$ cat src/rtl/sub_16_pipe_pkg.sv
// Shared width constants for the pipelined 16-bit add/subtract pair.
// Both datapaths split operands into two equal half-slices.
package sub_16_pipe_pkg;

  localparam int SIZE    = 16;
  localparam int HALF    = SIZE / 2;
  localparam int LATENCY = 3;

endpackage

$ cat src/rtl/sub_16_pipe_if.sv
// Operand/result bundle for sub_16_pipe.
// master drives operands, slave returns the registered result.
interface sub_16_pipe_if
  import sub_16_pipe_pkg::*;
#(
  parameter int size = SIZE
);

  logic [size-1:0] a;
  logic [size-1:0] b;
  logic            b_in;
  logic            v_in;
  logic [size-1:0] diff;
  logic            b_out;
  logic            v_out;

  modport master (
    output a, b, b_in, v_in,
    input  diff, b_out, v_out
  );

  modport slave (
    input  a, b, b_in, v_in,
    output diff, b_out, v_out
  );

endinterface

$ cat src/rtl/sub_16_pipe_half_sub.sv
// Combinational w-bit subtract slice with borrow in/out.
// The top bit of the zero-extended result is the borrow.
module half_sub #(
  parameter int w = 8
) (
  input  logic [w-1:0] x,
  input  logic [w-1:0] y,
  input  logic         bi,
  output logic [w-1:0] d,
  output logic         bo
);

  logic [w:0] r;

  assign r  = {1'b0, x} - {1'b0, y} - {{w{1'b0}}, bi};
  assign d  = r[w-1:0];
  assign bo = r[w];

endmodule

$ cat src/rtl/sub_16_pipe.sv
// Three-stage unsigned subtractor: diff = a - b - b_in, borrow b_out.
// Low half resolves in stage 2, its borrow feeds the high half in stage 3.
module sub_16_pipe
  import sub_16_pipe_pkg::*;
#(
  parameter int size = SIZE
) (
  input logic          clock,
  input logic          reset,
  sub_16_pipe_if.slave bus
);

  localparam int half = size / 2;

  typedef struct packed {
    logic [half-1:0] a_lo;
    logic [half-1:0] a_hi;
    logic [half-1:0] b_lo;
    logic [half-1:0] b_hi;
    logic            b_in;
    logic            v;
  } ir_t;

  typedef struct packed {
    logic [half-1:0] a_hi;
    logic [half-1:0] b_hi;
    logic [half-1:0] d_lo;
    logic            brw;
    logic            v;
  } pr_t;

  ir_t             ir;
  pr_t             pr;
  logic [size-1:0] diff_q;
  logic            b_out_q;
  logic            v_q;

  logic [half-1:0] d_lo;
  logic [half-1:0] d_hi;
  logic            brw_mid;
  logic            brw_hi;

  half_sub #(.w(half)) u_lo (
    .x  (ir.a_lo),
    .y  (ir.b_lo),
    .bi (ir.b_in),
    .d  (d_lo),
    .bo (brw_mid)
  );

  half_sub #(.w(half)) u_hi (
    .x  (pr.a_hi),
    .y  (pr.b_hi),
    .bi (pr.brw),
    .d  (d_hi),
    .bo (brw_hi)
  );

  // Data advances every clock; only the valid bit qualifies a slot.
  always_ff @(posedge clock or negedge reset) begin
    if (!reset) begin
      ir      <= '0;
      pr      <= '0;
      diff_q  <= '0;
      b_out_q <= 1'b0;
      v_q     <= 1'b0;
    end else begin
      ir.a_lo <= bus.a[half-1:0];
      ir.a_hi <= bus.a[size-1:half];
      ir.b_lo <= bus.b[half-1:0];
      ir.b_hi <= bus.b[size-1:half];
      ir.b_in <= bus.b_in;
      ir.v    <= bus.v_in;

      pr.a_hi <= ir.a_hi;
      pr.b_hi <= ir.b_hi;
      pr.d_lo <= d_lo;
      pr.brw  <= brw_mid;
      pr.v    <= ir.v;

      diff_q  <= {d_hi, pr.d_lo};
      b_out_q <= brw_hi;
      v_q     <= pr.v;
    end
  end

  assign bus.diff  = diff_q;
  assign bus.b_out = b_out_q;
  assign bus.v_out = v_q;

endmodule

$ cat src/flat_wrapper.sv
// flat-port wrapper written by rule: the top's interface ports become plain ports
module sub_16_pipe_flat import sub_16_pipe_pkg::*;
#(
  parameter int size = SIZE
)
  (clock, reset, bus_a, bus_b, bus_b_in, bus_v_in, bus_diff, bus_b_out, bus_v_out);
  sub_16_pipe_if #(.size(size)) bus_i ();
  input logic clock;
  input logic reset;
  input wire logic [$bits(bus_i.a)-1:0] bus_a;
  input wire logic [$bits(bus_i.b)-1:0] bus_b;
  input wire logic [$bits(bus_i.b_in)-1:0] bus_b_in;
  input wire logic [$bits(bus_i.v_in)-1:0] bus_v_in;
  output wire logic [$bits(bus_i.diff)-1:0] bus_diff;
  output wire logic [$bits(bus_i.b_out)-1:0] bus_b_out;
  output wire logic [$bits(bus_i.v_out)-1:0] bus_v_out;
  assign bus_i.a = bus_a;
  assign bus_i.b = bus_b;
  assign bus_i.b_in = bus_b_in;
  assign bus_i.v_in = bus_v_in;
  assign bus_diff = bus_i.diff;
  assign bus_b_out = bus_i.b_out;
  assign bus_v_out = bus_i.v_out;
  sub_16_pipe #(.size(size)) u_core (.clock(clock), .reset(reset), .bus(bus_i));
endmodule
$ cat config.mk
export PLATFORM = sky130hd
export DESIGN_NAME = sub_16_pipe_flat
export DESIGN_NICKNAME = d
export VERILOG_FILES = /design/src/rtl/sub_16_pipe_pkg.sv /design/src/rtl/sub_16_pipe_if.sv /design/src/rtl/sub_16_pipe_half_sub.sv /design/src/rtl/sub_16_pipe.sv /design/src/flat_wrapper.sv
export SDC_FILE = /design/constraint.sdc
export NUM_CORES = 1
export LEC_CHECK = 0
export ABC_AREA = 1
export BUFFER_PORTS_ARGS = -buffer_cell sky130_fd_sc_hd__buf_4
export CAP_MARGIN = 20
export CORE_MARGIN = 4
export CORE_UTILIZATION = 59
export CTS_CLUSTER_DIAMETER = 50
export DETAILED_ROUTE_END_ITERATION = 10
export MAX_ROUTING_LAYER = met4
export PLACE_DENSITY = 0.95
export SYNTH_ARGS = -nofsm -noshare
export SYNTH_HDL_FRONTEND = slang
export SYNTH_HIERARCHICAL = 1
export SYNTH_SLANG_ARGS = --single-unit
$ cat constraint.sdc
create_clock -name clock -period 4.4 [get_ports clock]
set_input_delay 0.44 -clock clock [delete_from_list [all_inputs] [get_ports clock]]
set_output_delay 0.44 -clock clock [all_outputs]
set_load 0.05 [all_outputs]
==> results of run 1 <==
## state kept, by name (all words and copies together) (netlist names)
signal,cells
u_core/bus.diff,16
u_core/pr,26
u_core/bus.v_out,1
u_core/bus.b_out,1
u_core/ir,34
## synth_stat cells
| cell | instances | share of area (%) |
|---|---|---|
| a21oi_1 | 2 | 0.32 |
| a21oi_4 | 2 | 1.0 |
| nand3_1 | 6 | 0.97 |
| ha_1 | 28 | 11 |
| xor2_1 | 6 | 1.7 |
| dfrtp_1 | 78 | 63 |
| nand3b_1 | 2 | 0.48 |
| xnor2_1 | 2 | 0.56 |
| nand2_1 | 64 | 7.7 |
| inv_1 | 76 | 9.2 |
| nor2_1 | 6 | 0.73 |
| o21ai_2 | 2 | 0.56 |
| fa_1 | 4 | 2.6 |
## cell families after synthesis
kind of cell / count (synthesis)
AO/OA/AOI/OAI: 6
XOR/XNOR: 8
adder cells (fa/ha/maj): 32
buffers and inverters: 76
flip-flops: 78
AND/OR/NAND/NOR: 78
## final cells by class
class,instances,area (um2)
sequential,78,1950
fill,347,1340
multi-input combinational,124,868
timing repair buffer,53,398
inverter,76,285
clock buffer,10,128
tap,70,87.6
clock inverter,6,46.3
## worst paths after layout
path                                            end  cells after the start  slack [ns]
worst max-delay path            u_core/bus.diff[15]                     10        2.61
max in group asynchronous             u_core/ir[16]                      1        3.57
min in group asynchronous        u_core/bus.diff[8]                      1        0.21
worst min register to register        u_core/pr[21]                      0        0.35
worst max register to register  u_core/bus.diff[15]                     10        2.61
worst min-delay path                  u_core/ir[25]                      1        0.20
## through the flow
step                hold slack [ns]  total power [W]  cells  setup slack [ns]
CTS                           0.184          0.00177    417              2.61
floorplan                     0.144          0.00115    278              2.77
global route                  0.169          0.00185    417              2.50
detailed placement            0.335          0.00130    401              2.65
finish                        0.202          0.00175    417              2.61
global placement              0.332          0.00128    401              2.73
## routing by layer
layer | wire (um) | vias up
met5 | 0 | -
met4 | 76 | 0
met3 | 241 | 12
met2 | 2590 | 46
met1 | 1620 | 896
li1 | - | 933
## report_power, final
group          internal (W)  switching (W)  total (W)
sequential         0.000802      0.0000243   0.000826
clock              0.000207       0.000255   0.000463
combinational      0.000152       0.000306   0.000458
total               0.00116       0.000585    0.00175
==> flow_summary.ini, run 1 <==
[cells_and_area]
mostFrequentLayoutCells = dfrtp_1 (78), inv_1 (76), nand2_1 (64), buf_4 (53), ha_1 (28)
synthToLayoutAreaGrowth_pct = 21.2
antenna_cells = 0
final_common_cell = dfrtp_1
drive_gt1_share_pct = 20.7
fin_area_um2 = 3760
nNetsFinal = 410
fin_util_pct = 73.7

[synth]
synth_top_family_by_area = adder cells
synthAdderAreaFrac_pct = 13.9
avgSynthCellArea_um2 = 11.2
syn-cell-area_um2 = 3110
synth.distinct_cells = 13
ys_ff_latch = 78
synth_xor_area_share_pct = 2.26
muxShareOfSynthArea_pct = 0
syn_nets = 346
yosysWarnings = 6
synth_compound_area_share_pct = 1.93
synth-simple-area-share_pct = 9.91
ys_seq_area_share_pct = 62.9
syn_inst = 278

[global_routing]
grt_pass1_vias = 1941
gr-max-usage-layer = met2
overflow = 0
antenna_found_initial = 0
use_met3_pct = 5.04
track_usage_pct = 16.7
grt.met1_usage_pct = 16.2
grt_max_degree = 79
global_route.usage.met2_pct = 29.4
grt_pass1_wl_um = 7820

[drt]
vias = 1887
drcViolationCount = 0
drt-initial-drc-count = 106
drt_first_pass_iters = 4
wl_per_cell_um = 10.9
avgViaCountPerCell = 4.53
drt-total-wl_um = 4530
postRouteAntennaNets = 0

[clocking]
clkSinkCount = 78
clock_path_buffers = 2
cts_made_buffers = 9
post_cts_buffers = 0
htreeDepth = 3
hold_buffers = 0
cts_tree = done
path_clk_slew_ns = 0.08
root_buffer = clkbuf_8
insertion_delay_ns = 0.34
cts_resized = 0

[power_and_ir_drop]
leakage_nw = 2.12
ir_drop_uv = 285
p_per_area_nw_per_um2 = 464

[timing]
max_slew.worst_pin.slew_ns = 0.908
finalSetupTns_ns = 0
skew_ns = 0.00632
max_slew_margin_pct = 39.4
hold_viol_final = 0
maxSlewViolCount = 0
rsz0062_at_grt = false
finalSetupViolCount = 0
fin_crit_sh_pct = 40.7
fin_crit_ns = 1.79
fmax_mhz = 559

[placement]
hpwl_um = 3310
routabilityCongestion = 0.890
placed_cell_area_um2 = 3590
numPortBuffers = 53

[floorplanning]
core-area_um2 = 5110
die_area_um2 = 6490
rows = 26
ios = 54
die_h_um = 80.6
die_x_um = 80.6
start_util_pct = 60.8

[critical_path]
crit_buf_inv = 2
critPathKind = flop to flop
startpoint = u_core/pr[10]
cp.required_ns = 4.63
rr_startpoint = u_core/pr[10]
start_kind = flop
slowest_stage = fa_1
critPathTopFamily = adder cells
cp_common_cell = nand2_1
arrival_ns = 2.02
crit_path_end_kind = flop
path_max_fanout = 3
crit_chain = inv_1 -> fa_1 -> inv_1 -> ha_1 -> o21ai_2 -> nand2_1 -> nand2_1 -> nand2_1 -> nand2_1 -> nand2_1
max_stage_delay_ns = 0.55

[hold_path]
holdCritPathClass = input pin to flop
hold_start = bus_a[15]

[outcome]
status = finished clean

[run]
maxCapViolations = 0
Note: power is estimated with default switching activity, not from simulation.
==> run 2: changes to the inputs <==
--- a/config.mk
+++ b/config.mk
@@ -5,15 +5,15 @@
 export SDC_FILE = /design/constraint.sdc
 export NUM_CORES = 1
 export LEC_CHECK = 0
-export ABC_AREA = 1
+export ABC_AREA = 0
 export BUFFER_PORTS_ARGS = -buffer_cell sky130_fd_sc_hd__buf_4
 export CAP_MARGIN = 20
 export CORE_MARGIN = 4
-export CORE_UTILIZATION = 59
+export CORE_UTILIZATION = 49
 export CTS_CLUSTER_DIAMETER = 50
 export DETAILED_ROUTE_END_ITERATION = 10
 export MAX_ROUTING_LAYER = met4
-export PLACE_DENSITY = 0.95
+export PLACE_DENSITY = 0.86
 export SYNTH_ARGS = -nofsm -noshare
 export SYNTH_HDL_FRONTEND = slang
 export SYNTH_HIERARCHICAL = 1
==> constraint.sdc (replaced) <==
create_clock -name clock -period 1.6 [get_ports clock]
set_input_delay 0.16 -clock clock [delete_from_list [all_inputs] [get_ports clock]]
set_output_delay 0.16 -clock clock [all_outputs]
set_load 0.05 [all_outputs]
==> flow_summary.ini, run 2 <==
[outcome]
status = finished, violations left
violations = negative setup slack

[clocking]
cts_tree = done
clock_path_buffers = 2
cts_made_buffers = 9
clkSinkCount = 78
path_clk_slew_ns = 0.08
insertion_delay_ns = 0.34
root_buffer = clkbuf_8
htreeDepth = 3

[cells_and_area]
largest-register = u_core/ir
num-fill-cells = 339
final_cells = 435
largest_reg_flops = 34
antenna_cells = 0
final_common_cell = dfrtp_1
nNetsFinal = 423
synthToLayoutAreaGrowth_pct = 48.9
mostFrequentLayoutCells = dfrtp_1 (78), buf_4 (77), inv_1 (37), dlygate4sd3_1 (35), ha_1 (16)
drive_gt1_share_pct = 39.7

[critical_path]
max_stage_delay_ns = 0.33
start_kind = flop
arrival_ns = 2.05
critPathTopFamily = compound AO/OA/AOI/OAI gates
crit_chain = inv_1 -> ha_1 -> inv_2 -> ha_4 -> a21oi_4 -> mux2i_1 -> o21ai_1 -> a211o_1
slowest_stage = dfrtp_1
crit_buf_inv = 2
cp.required_ns = 1.83
critPathKind = flop to flop
crit_path_end_kind = flop
path_max_fanout = 3

[power_and_ir_drop]
p_sw_w = 0.00182
intPower_w = 0.00371
leakage_nw = 2.20
clkPwrFrac_pct = 26.3
ir_drop_uv = 871
p_per_area_nw_per_um2 = 1210
power_w = 0.00552
swShare_pct = 32.9
seqPwrFrac_pct = 41.7
power_frac_comb_pct = 32.0

[timing]
max_slew_margin_pct = 74.1
fin_crit_sh_pct = 114
maxSlewViolCount = 0
fmax_mhz = 549
max_slew.worst_pin.slew_ns = 0.388
whs_ns = 0.272
rsz0062_at_grt = true
fin_ws_ns = -0.221
hold_viol_final = 0
skew_ns = 0.00596
finalSetupViolCount = 10
fin_crit_ns = 1.82
finalSetupTns_ns = -1.50

[synth]
synth_top_family_by_area = adder cells
synth_flop_cell = dfrtp_1
ys_ff_latch = 78
yosys-top-cells-area = dfrtp_1 (64%), ha_1 (11%), inv_1 (5.9%)
muxShareOfSynthArea_pct = 0.654
syn_nets = 298
synth_xor_area_share_pct = 2.86
avgSynthCellArea_um2 = 13.3
synth_compound_area_share_pct = 6.54
async_flop_share_pct = 100
ys_seq_area_share_pct = 63.8
syn-cell-area_um2 = 3060
synth.top_cell.area_share_pct = 63.8
synth.most_common_cell = dfrtp_1
synth_common_cells = dfrtp_1 (78), inv_1 (48), ha_1 (28)
synth-simple-area-share_pct = 6.21
yosys.area.top_type = dfrtp_1
synth_edf_count = 0
yosysWarnings = 6
syn_inst = 230
synth.distinct_cells = 28
synthAdderAreaFrac_pct = 14.1

[drt]
wl_per_cell_um = 13.6
postRouteAntennaNets = 0
vias = 2069
drt-initial-drc-count = 70
drcViolationCount = 0
avgViaCountPerCell = 4.76
drt-total-wl_um = 5920
drt_first_pass_iters = 4

[floorplanning]
die_h_um = 87.0
core-area_um2 = 5990
die_area_um2 = 7570
die_x_um = 87.0
ios = 54
start_util_pct = 51.1
rows = 28

[global_routing]
grt_max_degree = 49
overflow = 0
grt_pass1_vias = 2261
track_usage_pct = 18.4
antenna_found_initial = 0
grt_pass1_wl_um = 10000

[run]
maxCapViolations = 0

[hold_path]
holdCritPathClass = input pin to asynchronous set/reset pin

[placement]
dp_cells = 377
numPortBuffers = 53
post-place-ws_ns = -0.219
hpwl_um = 3640
routabilityCongestion = 0.747
-- run 2: final timing paths --
| kind | start | to | slack [ns] | cells past startpoint |
|---|---|---|---|---|
| worst max-delay path | u_core/ir[33] | u_core/pr[1] | -0.22 | 8 |
| worst min-delay path | reset | u_core/bus.diff[9] | 0.27 | 2 |
| worst max register to register | u_core/ir[33] | u_core/pr[1] | -0.22 | 8 |
| worst min register to register | u_core/ir[6] | u_core/pr[14] | 0.35 | 0 |
| max in group asynchronous | reset | u_core/ir[21] | 0.76 | 3 |
| min in group clock | u_core/ir[6] | u_core/pr[14] | 0.35 | 0 |
-- run 2: power by group through the flow --
stage | logic, W | clock network, W | registers [W]
3_5_place_dp | 0.00150 | 0 | 0.00234
3_3_place_gp | 0.00146 | 0 | 0.00233
6_report | 0.00177 | 0.00145 | 0.00230
4_1_cts | 0.00171 | 0.00149 | 0.00231
2_1_floorplan | 0.000518 | 0 | 0.00279
5_1_grt | 0.00189 | 0.00162 | 0.00233
-- run 2: area by class of cell --
cell class / instances / area (um2) / area share [%]
clock buffer: 10 / 128 / 2.80
multi-input combinational: 104 / 1170 / 25.7
timing repair buffer: 114 / 960 / 21.1
sequential: 78 / 1950 / 42.8
clock inverter: 6 / 71.3 / 1.57
tap: 75 / 93.8 / 2.06
inverter: 48 / 180 / 3.95
-- run 2: per-stage QoR --
stage | utilization [%] | cell area (um2)
floorplan | - | 3140
global placement | 63.2 | 3790
detailed placement | 63.2 | 3790
CTS | 74.6 | 4470
global route | 76.1 | 4560
finish | 76.1 | 4560
-- run 2: metal layers --
layer	GRT usage (%)	share of wire (%)
met1	17.8	35
met2	33.7	59
met3	4.82	3.8
met4	8.50	2.5
met5	-	0
-- run 2: kinds of logic (layout without fill, tap and decap cells) --
family,Yosys count,count (layout)
DFF,78,78
buffers and inverters,48,178
and+or+nand+nor,36,36
adders and majority gates,32,32
AOI/OAI and AO/OA,24,24
xor gates and xnor gates,10,10
muxes,2,2
-- run 2: repair_timing --
action | in CTS | in global routing
gates resized for setup | 21 | 11
buffers inserted | 5 | 2
pin swaps | 18 | 9
setup endpoints to repair | 11 | 12
endpoints found under the hold margin | 64 | 0
hold buffers | 35 | 0
-- run 2: worst reg2reg max path, cell delays in order (launching register included) --
cell and delay (ns):
dfrtp_1 0.33, inv_1 0.04, ha_1 0.29, inv_2 0.07, ha_4 0.21, a21oi_4 0.15, mux2i_1 0.25, o21ai_1 0.11
a211o_1 0.28
